==> src/rtl/crc_engine.sv <==
// Parametrised CRC generator/checker. A beat accepted in ACCUM shows in crc one cycle later. The CRC is then shifted out DW bits per beat.
// Backpressure: din_ready is high only in ACCUM. In EMIT, dout and dout_valid hold while dout_ready is low.
// Optional residue check on flush: define CRC_CHECK_EN. When it is undefined, match is tied low.
module crc_engine #(
  parameter int               CRC_W   = 16,
  parameter logic [CRC_W-1:0] POLY    = 16'h1021,
  parameter logic [CRC_W-1:0] INIT    = {CRC_W{1'b1}},
  parameter int               DW      = 1,
  parameter logic [CRC_W-1:0] RESIDUE = '0
) (
  input  logic             clk,
  input  logic             reset_n,
  input  logic             start,
  input  logic [DW-1:0]    din,
  input  logic             din_valid,
  output logic             din_ready,
  input  logic             flush,
  output logic [DW-1:0]    dout,
  output logic             dout_valid,
  input  logic             dout_ready,
  output logic [CRC_W-1:0] crc,
  output logic             match,
  output logic             busy
);

  localparam int BEATS = CRC_W / DW;
  localparam int CNT_W = $clog2(BEATS) + 1;
  // Bits shifted in behind the CRC while it drains, so that crc ends at all-ones.
  localparam logic [CRC_W-1:0] FILL = {CRC_W{1'b1}} >> (CRC_W - DW);

  typedef enum logic [1:0] {IDLE, ACCUM, EMIT} state_t;

  state_t           state_q, state_d;
  logic [CRC_W-1:0] crc_q, crc_d, crc_step, crc_emit;
  logic [CNT_W-1:0] cnt_q, cnt_d;
  logic             last_beat;

  // DW serial LFSR steps, MSB of din first.
  always_comb begin
    crc_step = crc_q;
    for (int i = DW - 1; i >= 0; i--) begin
      if (din[i] ^ crc_step[CRC_W-1])
        crc_step = {crc_step[CRC_W-2:0], 1'b0} ^ POLY;
      else
        crc_step = {crc_step[CRC_W-2:0], 1'b0};
    end
  end

  assign crc_emit  = (crc_q << DW) | FILL;
  assign last_beat = (cnt_q == CNT_W'(BEATS - 1));

  always_comb begin
    state_d = state_q;
    crc_d   = crc_q;
    cnt_d   = cnt_q;
    if (start) begin
      state_d = ACCUM;
      crc_d   = INIT;
      cnt_d   = '0;
    end else begin
      case (state_q)
        ACCUM: begin
          if (din_valid) crc_d = crc_step;
          if (flush) begin
            state_d = EMIT;
            cnt_d   = '0;
          end
        end
        EMIT: begin
          if (dout_ready) begin
            crc_d = crc_emit;
            cnt_d = cnt_q + CNT_W'(1);
            if (last_beat) state_d = IDLE;
          end
        end
        default: ;
      endcase
    end
  end

  always_ff @(posedge clk or negedge reset_n) begin
    if (!reset_n) begin
      state_q <= IDLE;
      crc_q   <= INIT;
      cnt_q   <= '0;
    end else begin
      state_q <= state_d;
      crc_q   <= crc_d;
      cnt_q   <= cnt_d;
    end
  end

`ifdef CRC_CHECK_EN
  logic match_q;

  // Compare against the value crc takes on the flush edge, including any beat accepted in that cycle.
  always_ff @(posedge clk or negedge reset_n) begin
    if (!reset_n)
      match_q <= 1'b0;
    else if (start)
      match_q <= 1'b0;
    else if (state_q == ACCUM && flush)
      match_q <= (crc_d == RESIDUE);
  end

  assign match = match_q;
`else
  assign match = 1'b0;
`endif

  assign din_ready  = (state_q == ACCUM);
  assign dout_valid = (state_q == EMIT);
  assign busy       = (state_q != IDLE);
  assign crc        = crc_q;
  assign dout       = crc_q[CRC_W-1 -: DW];

endmodule

==> config.mk <==
export PLATFORM = sky130hd
export DESIGN_NAME = crc_engine
export DESIGN_NICKNAME = d
export VERILOG_FILES = /design/src/rtl/crc_engine.sv
export SDC_FILE = /design/constraint.sdc
export NUM_CORES = 1
export LEC_CHECK = 0
export CAP_MARGIN = 10
export CORE_UTILIZATION = 43
export DETAILED_ROUTE_END_ITERATION = 7
export GPL_ROUTABILITY_DRIVEN = 0
export PLACE_DENSITY = 0.82
export SLEW_MARGIN = 20
export SYNTH_ARGS = -nofsm -noshare
export SYNTH_HDL_FRONTEND = slang
export SYNTH_SLANG_ARGS = --single-unit
export TNS_END_PERCENT = 20
==> constraint.sdc <==
create_clock -name clk -period 1.36 [get_ports clk]
set_input_delay 0.272 -clock clk [delete_from_list [all_inputs] [get_ports clk]]
set_output_delay 0.272 -clock clk [all_outputs]
set_load 0.01 [all_outputs]
==> Word-level counts from Yosys, hierarchy flattened <==
Index checks and enable logic that the tools add are counted.
{ "totals": {"regBits": 23, "inputBits": 7, "output_inout_bits": 21, "word_cells": 32} }
{ "classes": {"n_addsub": 1, "n_eq_ne": 7, "n_mux": 14, "bitwise_logic": 2, "reduce_logical": 5} }
{ "ops": {"columns": ["cell", "n"], "rows": [
  ["2-to-1 mux 16 bit", 3],
  ["case mux 16 bit (2 select lines)", 1],
  ["2-to-1 mux 5 bit", 3],
  ["2-to-1 mux 13 bit", 1],
  ["case mux 5 bit (2 select lines)", 1],
  ["!= test 3 x 2 -> 1 bit (second input constant)", 3],
  ["2-to-1 mux 2 bit", 4],
  ["AND reduction 3 bit", 2],
  ["adder 5 x 1 -> 5 bit (second input constant)", 1],
  ["== test 5 x 4 -> 1 bit (second input constant)", 1],
  ["case mux 2 bit (2 select lines)", 1],
  ["AND reduction 4 bit", 1],
  ["!= test 3 bit (second input constant)", 1],
  ["inverter 3 bit", 1],
  ["nonzero test 3 bit", 1],
  ["== test 2 x 1 -> 1 bit (second input constant)", 1],
  ["== test 2 bit (second input constant)", 1],
  ["nonzero test 2 bit", 1],
  ["bitwise XOR 1 bit", 1]
]} }

==> Logic depth before layout (Yosys ltp) <==
{ "depth": {"depth_word": 5, "ltp_mapped": 6, "ltp_nobuf": 6} }

==> Worst setup path after synthesis <==
No wires, ideal clock.
{ "synth_path": {"path_type": "register -> register", "from": "register state_q[1]", "to": "register cnt_q[3]", "setup_time_ns": 0.069, "arrival_ns": 1.442, "t_required_ns": 1.291, "path_slack_ns": -0.150, "path_stages_with_launch": 5, "path_buffers": 0, "synth_period_minus_slack_ns": 1.510, "cell_sequence": "dfrtp_1 -> and2b_1 -> a221oi_4 -> or4_1 -> nand3_1"} }
{ "synth_via": {"elab_chain_len": 3, "elab_cells_between_ends": 8, "cone_classes": "eq/ne (4); mux (2); reduce/logical (2)"} }
{ "synth_lines": {"columns": ["element", "line_no", "text"], "rows": [
  ["from (decl)", "33", "state_t state_q, state_d;"],
  ["from (signal assigned)", "87", "state_q <= state_d;"],
  ["== test 2 x 1 -> 1 bit (*)", null, null],
  ["net din_ready", "16", "output logic din_ready,"],
  ["!= test 3 x 2 -> 1 bit (no line), or another cell as far along", null, null],
  ["AND reduction 3 bit (no line) or 2-to-1 mux 5 bit (tied branches)", null, null],
  ["to (signal assigned)", "89", "cnt_q <= cnt_d;"],
  ["to (decl)", "35", "logic [CNT_W-1:0] cnt_q, cnt_d;"]
]} }
The timed path passes the listed nets; every way through them passes the cells marked *.
A chain may end at the register's enable or synchronous reset.

==> Final worst setup path <==
{ "layout_path": {"from": "register state_q[1]", "to": "register crc_q[6], in the netlist crc[6]"} }
{ "layout_via": {"elab_chain_len": 3, "elab_cells_between_ends": 8, "cone_classes": "eq/ne (4); mux (2); reduce/logical (2)"} }
{ "layout_lines": {"columns": ["element", "line_no", "text"], "rows": [
  ["== test 2 x 1 -> 1 bit or == test 2 bit (tied branches)", "61", "case (state_q)"],
  ["!= test 3 bit (no line), or another cell as far along", null, null],
  ["AND reduction 3 bit (no line) or 2-to-1 mux 16 bit (tied branches)", null, null],
  ["to (signal assigned)", "88", "crc_q <= crc_d;"],
  ["to (decl)", "34", "logic [CRC_W-1:0] crc_q, crc_d, crc_step, crc_emit;"]
]} }
Parallel ways exist; a longest one is shown, timed or not.

==> impl_metrics.yaml <==
cts:
  ctsHtreeMaxLevel: 1
  cts_sinks: 23
  clk_latency_ns: 0.30
  root_buffer: "clkbuf_4"
  cts_buffers: 3
  cts_buffer_depth: 2
  tritoncts: "done"
  clkTransAtPathRegs_ns: 0.12
final_layout:
  area_growth_pct: 51.3
  final_common_cell: "buf_4"
  multi_input_area_um2: 567
  drive_gt1_frac: 0.576
  diodes: 0
  finish.utilization: 0.689
  layout.nets: 182
  most-common-layout-cells: "21 x buf_4, 17 x buf_2, 16 x nor2_1, 16 x dfstp_2"
  seq_area_um2: 598
  fill_cells: 205
drt:
  first_pass_iters: 4
  routed_wl_mm: 2.78
  postRouteAntennaNets: 0
  wl_per_cell_um: 13.8
  num_vias: 1043
  drc_errors: 0
  drt_iter0_drc: 13
  vias_per_cell: 5.16
die:
  core-area_um2: 2480
  initial_core_util: 0.456
  num_rows: 18
  die_w_um: 53.2
  die_area_um2: 2830
  ios: 28
  dieHeight_um: 53.2
job:
  max-cap-violations: 0
hold_path:
  holdCritPathClass: "in2async"
worst_setup_path:
  end_kind: "register"
  slowest_stage: "dfrtp_2"
  critical_path.top_delay_family: "buffers and inverters"
  crit_type: "reg2reg"
  cpPeakStageDelay_ns: 0.38
  crit_required_ns: 1.60
  crit_start: "state_q[1]"
  start_kind: "register"
  rr_startpoint: "state_q[1]"
  path_max_fanout: 8
  path_buf_inv: 4
  crit_arrival_ns: 1.85
  timing.critical_path.cells: "buf_6 -> and2b_2 -> buf_12 -> a221oi_2 -> buf_4 -> buf_8 -> nand2_4 -> o21ai_2"
yosys:
  synth-seq-cells: 23
  ys_seq_area_frac: 0.528
  synth_top_family_by_area: "simple AND/OR/NAND/NOR gates"
  synthAdderAreaFrac: 0.0222
  synth_area_per_cell_um2: 9.48
  synth-edff-count: 0
  yosys.area_share.simple: 0.198
  synthCells: 119
  syn-num-nets: 128
  synthArstFlopShare: 1.00
  synth_flop_cell: "dfstp_2"
  synth_compound_area_frac: 0.172
  synth-xor-area-share: 0.0233
  muxShareOfSynthArea: 0
  synth_cell_types: 30
  synth_area_um2: 1130
  synth_warnings: 0
sta:
  hold-worst-slack_ns: 0.305
  maxSlewViolCount: 0
  skew_ns: 0.00694
  rsz0062_at_grt: "yes"
  fmax_mhz: 620
  setup_violations: 24
  period_minus_slack_ns: 1.61
  fin_ws_ns: -0.253
  hold_viol_final: 0
  tns_ns: -4.67
  period_share: 1.19
run_status:
  run_status: "finished with violations"
  violations: "negative setup slack"
global_routing:
  antenna_found_initial: 0
  grt_pass1_vias: 1057
  grt_max_degree: 24
  grt.total_usage: 0.223
  grt_first_pass_wirelength_mm: 4.56
  grt.overflow.total: 0
power:
  total_power_uw: 1790
  p_switching_uw: 547
  internal-power_uw: 1240
  clock_power_share: 0.170
  power.share.switching: 0.306
  p_seq_frac: 0.495
  power_density_nw_per_um2: 1050
  ir_worst_vdd_mv: 0.714
  power_leakage_uw: 0.000764
  combPwrFrac: 0.335
place:
  dp_hpwl_mm: 1.92
  port_buffers: 26
[power groups by stage]
stage	sequential, uW	combinational [uW]	clock (uW)
6_report	885	598	305
5_1_grt	896	649	348
4_1_cts	874	556	319
3_5_place_dp	889	537	0
3_3_place_gp	885	523	0
2_1_floorplan	923	185	0
[metrics by stage]
| step | area (um2) | cells | setup WS, ns |
|---|---|---|---|
| 2_1_floorplan | 1130 | 119 | -0.0464 |
| 3_3_place_gp | 1580 | 191 | -0.321 |
| 3_5_place_dp | 1580 | 191 | -0.372 |
| 4_1_cts | 1660 | 202 | -0.215 |
| 5_1_grt | 1710 | 202 | -0.324 |
| 6_report | 1710 | 202 | -0.253 |
[final timing paths]
path	to	slack, ns	depth (start not counted)
max	crc[6]	-0.25	8
min	cnt_q[1]	0.31	2
max reg2reg	crc[6]	-0.25	8
min reg2reg	crc[13]	0.49	2
max in group asynchronous	crc[13]	0.82	2
min in group clk	crc[13]	0.49	2
[area by class of cell]
type                       instances  share of cell area
multi-input combinational         85               0.332
clock buffer                       4              0.0154
timing repair buffer              57               0.274
sequential                        23               0.350
inverter                           3             0.00659
tap                               30              0.0220
[what timing repair did]
| item | CTS | global route |
|---|---|---|
| hold buffers | 0 | 0 |
| setup buffers | 7 | 0 |
| pin swaps | 5 | 11 |
| setup endpoints to repair | 41 | 33 |
| gates resized for setup | 93 | 42 |
[metal layers]
layer	global-route usage	part of all wire
met1	0.278	0.44
met5	0	0
met2	0.408	0.52
met3	0.0259	0.035
met4	0.0395	0.0043
[cells by family (layout without fill, tap and decap cells)]
kind of cell / Yosys count / in the layout
compound gates: 30 / 30
xor+xnor: 3 / 3
fa+ha+maj: 2 / 2
buf+inv: 11 / 64
flops: 23 / 23
other cells: 1 / 1
simple gates: 49 / 49
[flip-flops by register name, indices dropped and copies added (netlist names)]
| signal | flops |
|---|---|
| state_q | 2 |
| crc | 16 |
| cnt_q | 5 |
[synthesized netlist by cell type, drive strengths merged, types with 3 or more instances]
master | number | area share
nand2 | 19 | 0.063
o21ai | 18 | 0.080
dfstp | 16 | 0.37
nor2 | 16 | 0.053
dfrtp | 7 | 0.16
a21oi | 6 | 0.027
buf | 5 | 0.032
nand3 | 4 | 0.018
nor2b | 4 | 0.024
clkbuf | 3 | 0.011
inv | 3 | 0.010
xnor2 | 3 | 0.023
Note: power is estimated with default switching activity, not from simulation.
